--- src/rtl/seq_pattern_tx.sv ---
// Serial frame transmitter: preamble MSB-first, payload MSB-first, optional parity (SEQ_PATTERN_TX_PARITY_EN).
// Latency: first bit one cycle after the handshake. in_ready stays low for the whole frame, so frames are separated by at least one idle bit.
module seq_pattern_tx #(
    parameter int                    DATA_W     = 8,
    parameter int                    PREAMBLE_W = 4,
    parameter logic [PREAMBLE_W-1:0] PREAMBLE   = 4'b0111,
    parameter logic                  IDLE_BIT   = 1'b0,
    parameter int                    CNT_W      = 16
) (
    input  logic              clk,
    input  logic              reset,
    input  logic              in_valid,
    output logic              in_ready,
    input  logic [DATA_W-1:0] in_data,
    output logic              x_out,
    output logic              x_valid,
    output logic              x_last,
    output logic              busy,
    output logic [CNT_W-1:0]  frames_sent
);

    localparam int MAX_W = (PREAMBLE_W > DATA_W) ? PREAMBLE_W : DATA_W;
    localparam int CW    = ($clog2(MAX_W) > 0) ? $clog2(MAX_W) : 1;
    localparam logic [PREAMBLE_W-1:0] PRE_V = PREAMBLE;

    localparam logic [1:0] S_IDLE = 2'd0;
    localparam logic [1:0] S_PRE  = 2'd1;
    localparam logic [1:0] S_DATA = 2'd2;
`ifdef SEQ_PATTERN_TX_PARITY_EN
    localparam logic [1:0] S_PAR  = 2'd3;
    logic par_q, par_d;
`endif

    logic [1:0]            state_q, state_d;
    logic [CW-1:0]         cnt_q, cnt_d;
    logic [DATA_W-1:0]     shift_q, shift_d;
    logic [PREAMBLE_W-1:0] pre_q, pre_d;
    logic                  x_out_q, x_out_d;
    logic                  x_valid_q, x_valid_d;
    logic                  x_last_q, x_last_d;
    logic [CNT_W-1:0]      frames_q, frames_d;

    // x_* registers hold the bit for the *next* cycle, so each branch loads what the upcoming cycle shows.
    always_comb begin
        state_d   = state_q;
        cnt_d     = cnt_q;
        shift_d   = shift_q;
        pre_d     = pre_q;
        x_out_d   = x_out_q;
        x_valid_d = x_valid_q;
        x_last_d  = 1'b0;
        frames_d  = frames_q + {{(CNT_W-1){1'b0}}, x_last_q};
`ifdef SEQ_PATTERN_TX_PARITY_EN
        par_d     = par_q;
`endif
        case (state_q)
            S_IDLE: begin
                x_valid_d = 1'b0;
                x_out_d   = IDLE_BIT;
                if (in_valid) begin
                    state_d   = S_PRE;
                    cnt_d     = CW'(PREAMBLE_W - 1);
                    shift_d   = in_data;
                    pre_d     = PRE_V << 1;
                    x_out_d   = PRE_V[PREAMBLE_W-1];
                    x_valid_d = 1'b1;
`ifdef SEQ_PATTERN_TX_PARITY_EN
                    par_d     = ^in_data;
`endif
                end
            end
            S_PRE: begin
                if (cnt_q == '0) begin
                    state_d = S_DATA;
                    cnt_d   = CW'(DATA_W - 1);
                    x_out_d = shift_q[DATA_W-1];
                    shift_d = shift_q << 1;
`ifndef SEQ_PATTERN_TX_PARITY_EN
                    x_last_d = (DATA_W == 1);
`endif
                end else begin
                    cnt_d   = cnt_q - 1'b1;
                    x_out_d = pre_q[PREAMBLE_W-1];
                    pre_d   = pre_q << 1;
                end
            end
            S_DATA: begin
                if (cnt_q == '0) begin
`ifdef SEQ_PATTERN_TX_PARITY_EN
                    state_d  = S_PAR;
                    x_out_d  = par_q;
                    x_last_d = 1'b1;
`else
                    state_d   = S_IDLE;
                    x_valid_d = 1'b0;
                    x_out_d   = IDLE_BIT;
`endif
                end else begin
                    cnt_d   = cnt_q - 1'b1;
                    x_out_d = shift_q[DATA_W-1];
                    shift_d = shift_q << 1;
`ifndef SEQ_PATTERN_TX_PARITY_EN
                    x_last_d = (cnt_q == CW'(1));
`endif
                end
            end
            default: begin
                state_d   = S_IDLE;
                x_valid_d = 1'b0;
                x_out_d   = IDLE_BIT;
            end
        endcase
    end

    always_ff @(posedge clk or posedge reset) begin
        if (reset) begin
            state_q   <= S_IDLE;
            cnt_q     <= '0;
            shift_q   <= '0;
            pre_q     <= '0;
            x_out_q   <= IDLE_BIT;
            x_valid_q <= 1'b0;
            x_last_q  <= 1'b0;
            frames_q  <= '0;
`ifdef SEQ_PATTERN_TX_PARITY_EN
            par_q     <= 1'b0;
`endif
        end else begin
            state_q   <= state_d;
            cnt_q     <= cnt_d;
            shift_q   <= shift_d;
            pre_q     <= pre_d;
            x_out_q   <= x_out_d;
            x_valid_q <= x_valid_d;
            x_last_q  <= x_last_d;
            frames_q  <= frames_d;
`ifdef SEQ_PATTERN_TX_PARITY_EN
            par_q     <= par_d;
`endif
        end
    end

    assign in_ready    = (state_q == S_IDLE);
    assign busy        = ~in_ready;
    assign x_out       = x_out_q;
    assign x_valid     = x_valid_q;
    assign x_last      = x_last_q;
    assign frames_sent = frames_q;

endmodule

--- config.mk ---
export PLATFORM = sky130hd
export DESIGN_NAME = seq_pattern_tx
export DESIGN_NICKNAME = d
export VERILOG_FILES = /design/src/rtl/seq_pattern_tx.sv
export SDC_FILE = /design/constraint.sdc
export NUM_CORES = 1
export LEC_CHECK = 0
export ABC_AREA = 1
export BUFFER_PORTS_ARGS = -buffer_cell sky130_fd_sc_hd__buf_2
export CAP_MARGIN = 10
export CORE_UTILIZATION = 25
export DETAILED_ROUTE_END_ITERATION = 8
export GPL_TIMING_DRIVEN = 1
export PLACE_DENSITY = 0.52
export SKIP_LAST_GASP = 1
export SLEW_MARGIN = 15
export SYNTH_ARGS = -nofsm -noshare
export SYNTH_HDL_FRONTEND = slang
export SYNTH_SLANG_ARGS = --single-unit
--- constraint.sdc ---
create_clock -name clk -period 2 [get_ports clk]
set_input_delay 0.4 -clock clk [delete_from_list [all_inputs] [get_ports clk]]
set_output_delay 0.4 -clock clk [all_outputs]
set_load 0.1 [all_outputs]
==> flow_results.org, run 1 <==
** Run status
- Result of the run :: finished clean

** Cells and area
- From synthesis to final layout, the design area changed by 22.0%.
- At the end of the flow the core is filled with cells to 0.315.
- Of the cells placed in the final design, the portion with a size suffix greater than 1 is 0.182.
- Diodes inserted :: 0
- For this run, the post-layout net count is 295.

** STA
- Setup violations remaining at the end of the flow were counted as 0.
- Dividing the final minimum period by the clock period gives 0.940.
- Across all hold checks on the routed design, the worst slack comes to between 0.15 and 0.2 ns.
- Number of failing hold endpoints at the final stage :: 0
- Setup Skew :: a little over 0.007 ns
- Setup repair after global routing left no endpoint under its margin.
- The worst path meets setup with roughly 0.12 ns of slack.
- For this run, the top clock speed supported by timing is between 500 and 600 MHz.
- Slew at the pin closest to its max-slew limit :: ~0.5 ns
- Max-slew headroom :: 0.674
- The final count of pins violating max slew came to 0.
- Final critical path time including I/O delays and setup :: approximately 1.9 ns

** Worst setup path
- In this design, the largest share of critical-path delay is due to buffers and inverters.
- Worst path max stage delay :: about 0.43 ns
- Endpoint required time on the critical path :: approximately 1.6 ns
- Destination of the critical timing path :: in_ready
- Reg-to-reg setup timing slack :: approximately 0.46 ns
- CP cell instances :: inv_1 > ha_2 > buf_2
- CP endpoint kind :: primary output
- In this run the critical register-to-register path is launched from state_q[0]$_DFFE_PP0P_.
- Crit start category :: flop
- Setup crit start :: state_q[0]$_DFFE_PP0P_
- Critical-path cell with the highest stage delay :: buf_2
- Critical path class :: flop to primary output
- The critical path crosses 3 cells after its start point.
- The worst register-to-register path has a depth of 6.
- Buffers & Inverters on Critical Path :: 2
- Along the worst path, the maximum fanout reaches 5.
- Crit path arrival time :: roughly 1.5 ns
- Capture instance of the worst register-to-register path :: shift_q[0]$_DFFE_PP0P_

** Yosys
- Yosys warning count :: 0
- Number of cells produced by synthesis :: 237
- The mapped netlist covers approximately 1900 um2.
- The average instance in the mapped netlist occupies between 7 and 8 um2.
- The biggest area contributor in the post-synthesis netlist is dfrtp_1.
- Post-Synthesis Net Count :: 258
- Sorting the synthesized cells by area gives the leading types as dfrtp_1 (47%), nand2_1 (19%), ha_1 (6.7%), inv_1 (5.2%), nand3_1 (4.3%).
- The share of synthesized area in the top cell type comes to 0.470.
- For this run, the register share of the synthesized area comes to 0.470.
- Synthesis inferred 35 register bits.
- Yosys cell types :: 21

** Floorplan
- The floorplan step set the die width to about 90 um.
- Die Area :: 7800 um2
- Number of top-level pins :: 32
- The floorplan has 31 rows.
- The core region is roughly 7200 um2.
- In this run the vertical extent of the chip is ~88 um.
- For this configuration, the core starts out at a cell density of 0.258.

** Run
- The tool flagged a number of max-cap violations equal to 0.

** Place
- Once detailed placement completed, the half-perimeter wirelength came to between 2 and 3 mm.
- Input and output buffers added on the ports amount to 31.
- Routability-driven placement finished with a final weighted congestion of 0.761.
- Pre-CTS WS :: 0.419 ns

** Clock network
- TritonCTS built the clock tree.
- In this run the deepest clock path goes through 2 buffers.
- Clock tree synthesis inserted a total of 5 buffers.
- Worst skew pair latency :: approximately 0.29 ns
- Clock root buffer :: clkbuf_8
- Total of hold buffers inserted after clock tree synthesis :: 0
- Clock-pin slew was measured on the worst setup and hold paths at approximately 0.07 ns.
- Post_cts resized :: 0
- The clock net in this run drives a total of 35 sinks.
- Post-CTS setup-driven buffer insertion count :: 0
- The clock tree synthesis step divided the H-tree into 2 levels.

** Power and ir drop
- Pwr per Cell Area :: 1630 nW/um2
- The worst-case IR drop observed on VDD is 0.447 mV.
- For this design the static power due to leakage is ~1.2 nW.

** Drt
- Total detailed-routing wirelength :: roughly 3.8 mm
- Count of routing violations after the opening detailed-route iteration :: 61
- After detailed routing, the number of remaining DRC violations is 0.
- Average routed wire per standard cell :: a little over 10 um
- DR vias :: around 1.5k
- Remaining antenna violation count after routing :: 0
- Number of detailed-route iterations in the first pass :: 4
- Average vias per placed instance :: 4.12

** GRT
- After global routing the overflow that remains totals 0.
- Via count of the first global-routing pass :: between 1k and 1.5k
- In the global route stage, overall resource usage came out at 0.108.
- Antenna violations before repair :: 0
- The first global-routing pass estimated 6.42 mm of wire.
- Maximum number of pins on one net before global-route repair :: 36

** Worst hold path
- The min-delay analysis places its worst path in the category input port to asynchronous set/reset pin.
[cells in the final DEF (no fill, tap or decap)]
cell type,netlist,layout
buf_2,2,31
nor2_4,1,1
clkbuf_8,0,5
dfrtp_1,35,33
nor2_1,18,18
a21oi_1,5,5
nand4_1,4,4
xor2_1,7,7
o21ai_2,1,1
buf_4,0,2
nand3b_1,1,1
dfrtp_2,0,2
nand3_1,16,16
ha_1,10,9
nand2_2,2,2
nand2_4,1,1
nor2_2,1,1
bufinv_16,0,2
inv_2,1,1
xnor2_1,3,3
nand2_1,93,93
inv_1,26,26
clkbuf_1,0,1
ha_2,0,1
o21ai_0,8,8
o22ai_1,1,1
[power by group]
part / internal, mW / leakage, nW / total (mW) / switching [mW]
Clock: 0.499 / 0.0654 / 0.763 / 0.265
Combinational: 0.506 / 0.674 / 1.89 / 1.39
Sequential: 0.921 / 0.457 / 1.05 / 0.127
[synth_stat cells]
master     n
nand4_1    4
o21ai_2    1
nand2_4    1
nor2_1    18
ha_1      10
inv_1     26
buf_2      2
buf_6      1
xor2_1     7
a21oi_1    5
nor2_4     1
nand2_2    2
xnor2_1    3
inv_2      1
nand2_1   93
o21ai_0    8
dfrtp_1   35
nor2_2     1
o22ai_1    1
nand3_1   16
nand3b_1   1
[through the flow]
stage	cells	TNS, ns	cell area (um2)	power (mW)
finish	374	0	2270	3.70
global placement	366	0	2140	2.96
floorplan	237	-0.0117	1870	2.65
detailed placement	366	0	2140	2.98
global route	374	0	2270	4.03
CTS	374	0	2270	3.76
[worst min path at each step]
stage	startpoint	to	slack (ns)	depth (start not counted)
6_report	reset	frames_sent[14]$_DFF_PP0_	0.20	3
5_1_grt	reset	frames_sent[6]$_DFF_PP0_	0.23	3
4_1_cts	reset	frames_sent[5]$_DFF_PP0_	0.21	3
3_5_place_dp	shift_q[1]$_DFFE_PP0P_	shift_q[1]$_DFFE_PP0P_	0.46	2
3_3_place_gp	shift_q[2]$_DFFE_PP0P_	shift_q[2]$_DFFE_PP0P_	0.46	2
2_1_floorplan	shift_q[6]$_DFFE_PP0P_	shift_q[6]$_DFFE_PP0P_	0.44	2
[cells by family (layout without fill, tap and decap cells)]
kind of cell / Yosys count / after routing / share of synthesized area
AND/OR/NAND/NOR: 137 / 137 / 0.306
flip-flops: 35 / 35 / 0.470
adder cells (fa/ha/maj): 10 / 10 / 0.0672
XOR/XNOR: 10 / 10 / 0.0470
buffers and inverters: 30 / 68 / 0.0659
AO/OA/AOI/OAI: 15 / 15 / 0.0430
[registers in the layout, indices dropped and copies added, names as in the netlist]
name and flops:
x_valid 1, frames_sent 16, shift_q 8, cnt_q 3, pre_q 3, state_q 2
x_last 1, x_out 1
[worst register-to-register path: stages (launching register included)]
cell and delay, ns:
dfrtp_1 0.40, inv_1 0.12, ha_2 0.34, inv_1 0.30
nand2_1 0.09, nand3b_1 0.16, nand2_1 0.07
[cell type report]
| cell class | instances | area [um2] |
|---|---|---|
| Multi-Input combinational cell | 172 | 866 |
| Clock inverter | 2 | 60.1 |
| Timing Repair Buffer | 33 | 170 |
| Inverter | 27 | 101 |
| Tap cell | 99 | 124 |
| Clock buffer | 6 | 72.6 |
| Fill cell | 804 | 4940 |
| Sequential cell | 35 | 878 |
[metal layers]
layer  vias up  track usage  wire length, um
met2        30        0.175             1750
li1        807            -                -
met5         -            0                0
met3         7       0.0271              179
met4         0       0.0572               68
met1       697        0.133             1850
(Power assumes the default switching activity.)
==> run 2, diff against run 1 <==
Settings changed: ABC_AREA 1 to default, PLACE_DENSITY 0.52 to 0.5.
Clock period 2 ns to 2.15 ns, I/O delays scaled along.
==> run 2 against run 1 <==
- sequential power shrank 8%
- flip-flop and latch count is the same
- cell area down 8.0%
- critical path type unchanged
- largest cell class unchanged
- largest power group unchanged
==> flow_results.org, run 2 <==
** Run status
- Result of the run :: finished clean

** STA
- Unrepaired setup endpoints after global routing :: false
- Final critical path time including I/O delays and setup :: roughly 2.0 ns
- Derived from the worst setup path, the maximum achievable clock frequency is roughly 500 MHz.
- After layout, the worst setup slack is 0.161 ns.
- Final number of max-transition violations :: 0
- Setup violations remaining at the end of the flow were counted as 0.
- The clock arrives with a little under 0.007 ns of skew.
- The number of hold violations in the final report was 0.
- Hold is met by 0.247 ns.
- Summed over all failing endpoints, the final setup total negative slack is 0 ns.
- Max-slew headroom :: 0.657
- Final clock period utilization by the worst path :: 0.925
- For the pin with the worst max-slew slack, the measured transition is 0.511 ns.

** Worst setup path
- Critical path class :: flop to primary output
- Largest driver fanout on the critical path :: 8
- The worst register-to-register path begins at state_q[0]$_DFFE_PP0P_.
- Crit start category :: flop
- STA classifies the critical path endpoint as a primary output.
- For flop-to-flop paths, the worst setup slack is roughly 0.23 ns.
- Worst r2r path cells :: 6
- In this run the critical register-to-register path is captured at cnt_q[0]$_DFFE_PP0P_.
- Data arrives at the worst endpoint at 1.56 ns.
- Endpoint required time on the critical path :: 1.72 ns

** Power and ir drop
- Static leakage :: 1.03 nW
- The share of total power dissipated in sequential elements is 0.314.
- Total power :: 3.08 mW
- In this run the power density over the cells is 1470 nW/um2.
- Max IR drop VDD :: about 0.54 mV
- Of the total power, the clock network draws 0.148.
- Logic gate share of total power :: 0.538
- Int Power :: 1.64 mW
- Sw power :: roughly 1.4 mW
- Switching fraction of total power :: 0.467

** Floorplan
- Number of rows in the core area :: 29
- Overall die height :: around 85 um
- During I/O placement, the number of pins put on the boundary was 32.
- The floorplan step defined a die boundary enclosing roughly 7300 um2.
- The floorplan step set the die width to 85.3 um.
- Starting utilization of the core area :: 0.266
- Floorplan core area :: about 6500 um2

** GRT
- Entering global routing, the biggest net connects 36 pins.
- Wire length of the first global-routing pass :: ~5.6 mm
- Via count of the first global-routing pass :: between 1k and 1.5k
- For this run, the total global-route usage over all layers was measured as 0.0958.
- The initial antenna violation count was 0.
- Aggregate global routing overflow :: 0

** Cells and area
- Leaving out fill and tap cells, the most frequent cell in the layout is dfrtp_1.
- 0 antenna diodes ended up in the layout.
- Compared with the post-synthesis result, the final layout area differs by 20.5%.
- Measured on the finished design, the core utilization comes to 0.320.
- The final layout contains 224 nets.
- The layout has 700 filler cells.
- Post-route insts no fill :: roughly 280
- Design Area, Final :: 2090 um2
- Of the cells placed in the final design, the portion with a size suffix greater than 1 is 0.260.
- Max FFs per register :: 16
- In the layout the commonest cells are dfrtp_1 (33), buf_2 (31), nor2_1 (19).

** Clock network
- Post_cts resized :: 0
- Clock root buffer :: clkbuf_8
- TritonCTS built the clock tree.
- Clock latency on the worst-skew pair, taken at its later pin, is 0.28 ns.
- Counting every sink on the clock net gives 35.
- The H-tree generated during clock tree synthesis spans 2 levels.
- Total of hold buffers inserted after clock tree synthesis :: 0
- Clock input transition at the sequential cells of the worst setup and hold paths :: 0.07 ns
- Total clock buffers created by CTS :: 5
- The clock passes through at most 2 buffers.
- Post-CTS setup-driven buffer insertion count :: 0

** Drt
- For this block, the routed nets add up to between 3 and 4 mm of wire.
- After detailed routing, the number of remaining DRC violations is 0.
- Remaining antenna violation count after routing :: 0
- Count of routing violations after the opening detailed-route iteration :: 60
- Dividing the detail-routed via count by the number of cells gives roughly 4.5.
- Across all layers, the routed design uses between 1k and 1.5k vias.
- Dividing the detail-routed wire length by the instance count gives between 10 and 15 um.
- The first TritonRoute pass finished after 4 iterations.

** Place
- DP Area :: about 2000 um2
- Buffers placed on the I/O ports in this run total 31.
- HPWL after detailed placement :: between 2 and 2.5 mm
- Pre-CTS WS :: about 0.16 ns
- Final RePlAce weighted congestion :: around 0.7
- Post-Place Cells :: between 200 and 300

** Yosys
- Yosys cell types :: 35
- Of all cell types, the one taking the most synthesized area is dfrtp_1.
- Synthesized area :: approximately 1700 um2
- The synthesized design contains 0 enable-type register cells.
- Most used standard cells in the synthesized netlist :: dfrtp_1 (35), nor2_1 (19), a21oi_1 (13)
- Yosys printed 0 warnings.
- Number of cells produced by synthesis :: approximately 160
- Top-count cell post-synth :: dfrtp_1
- Share of the synthesized area in the top cell type :: 0.505
- Total of flip-flops plus latches after synthesis :: 35
- After synthesis, the share of flip-flops with an asynchronous set or reset is 1.00.
- Syn avg cell area :: 10.6 um2
- Ranked by total cell area, the synthesized netlist is headed by dfrtp_1 (50%), ha_1 (7.2%), nor2_1 (4.1%), mux2i_1 (4.0%), xnor2_1 (4.0%).
- In the synthesized netlist the dominant register cell turns out to be dfrtp_1.
- For this run, the register share of the synthesized area comes to 0.505.
- Post-Synthesis Net Count :: 185

** Run
- Max Cap Violations :: 0

** Worst hold path
- The tightest min-delay check is of the input port to asynchronous set/reset pin type.
## run 2: cell types whose count changed in the layout (fill, tap and decap cells not counted), sizes merged, moves of 3 or more
| cell | previous run | this run |
|---|---|---|
| nand2 | 96 | 10 |
| a21oi | 5 | 15 |
| mux2i | 0 | 7 |
| nor3 | 0 | 4 |
| xnor2 | 3 | 8 |
| o21ai | 9 | 6 |
| inv | 27 | 9 |
| nand3 | 16 | 9 |
| nand4 | 4 | 1 |
## run 2: kinds of logic (layout without fill, tap and decap cells)
| group | Yosys count | count (layout) | synth area share |
|---|---|---|---|
| xor gates and xnor gates | 14 | 14 | 0.0707 |
| and+or+nand+nor | 56 | 56 | 0.162 |
| buffers and inverters | 12 | 52 | 0.0303 |
| AOI/OAI and AO/OA | 29 | 29 | 0.114 |
| adders and majority gates | 10 | 10 | 0.0721 |
| muxes | 8 | 8 | 0.0469 |
| DFF | 35 | 35 | 0.505 |
## run 2: power groups by stage
| stage | registers (mW) | logic [mW] | clock network (mW) |
|---|---|---|---|
| after global routing | 0.995 | 1.81 | 0.510 |
| final | 0.968 | 1.66 | 0.456 |
| after global placement | 0.978 | 1.66 | 0 |
| after floorplan | 1.15 | 1.21 | 0 |
| after CTS | 0.968 | 1.68 | 0.480 |
| after detailed placement | 0.978 | 1.68 | 0 |
## run 2: worst max-delay path by stage
stage	from	to	slack [ns]	cells after the start
after floorplan	frames_sent[3]$_DFF_PP0_	frames_sent[11]$_DFF_PP0_	0.07	4
after global routing	state_q[0]$_DFFE_PP0P_	cnt_q[0]$_DFFE_PP0P_	0.05	6
after global placement	state_q[0]$_DFFE_PP0P_	cnt_q[0]$_DFFE_PP0P_	0.18	6
final	state_q[0]$_DFFE_PP0P_	in_ready	0.16	3
after detailed placement	state_q[0]$_DFFE_PP0P_	cnt_q[0]$_DFFE_PP0P_	0.16	6
after CTS	state_q[0]$_DFFE_PP0P_	cnt_q[0]$_DFFE_PP0P_	0.13	6
## run 2: per-layer routing
metal / share of wire / wire length, um / track usage
met4: 0.0036 / 12 / 0.0227
met1: 0.50 / 1650 / 0.126
met2: 0.44 / 1450 / 0.152
met5: 0 / 0 / 0
met3: 0.054 / 179 / 0.0340
## run 2: cell type report
type / instances / area (um2) / share of cell area
flip-flops and latches: 35 / 878 / 0.420
multi-input cells: 117 / 812 / 0.388
repair buffers: 35 / 185 / 0.0886
well taps: 77 / 96.3 / 0.0461
clock buffers: 6 / 72.6 / 0.0347
inverters: 9 / 33.8 / 0.0162
clock inverters: 2 / 12.5 / 0.00598
## run 2: worst max-delay path: stages, from the launching register on
cell and delay (ns):
dfrtp_1 0.42, inv_1 0.12, ha_2 0.28, buf_2 0.46
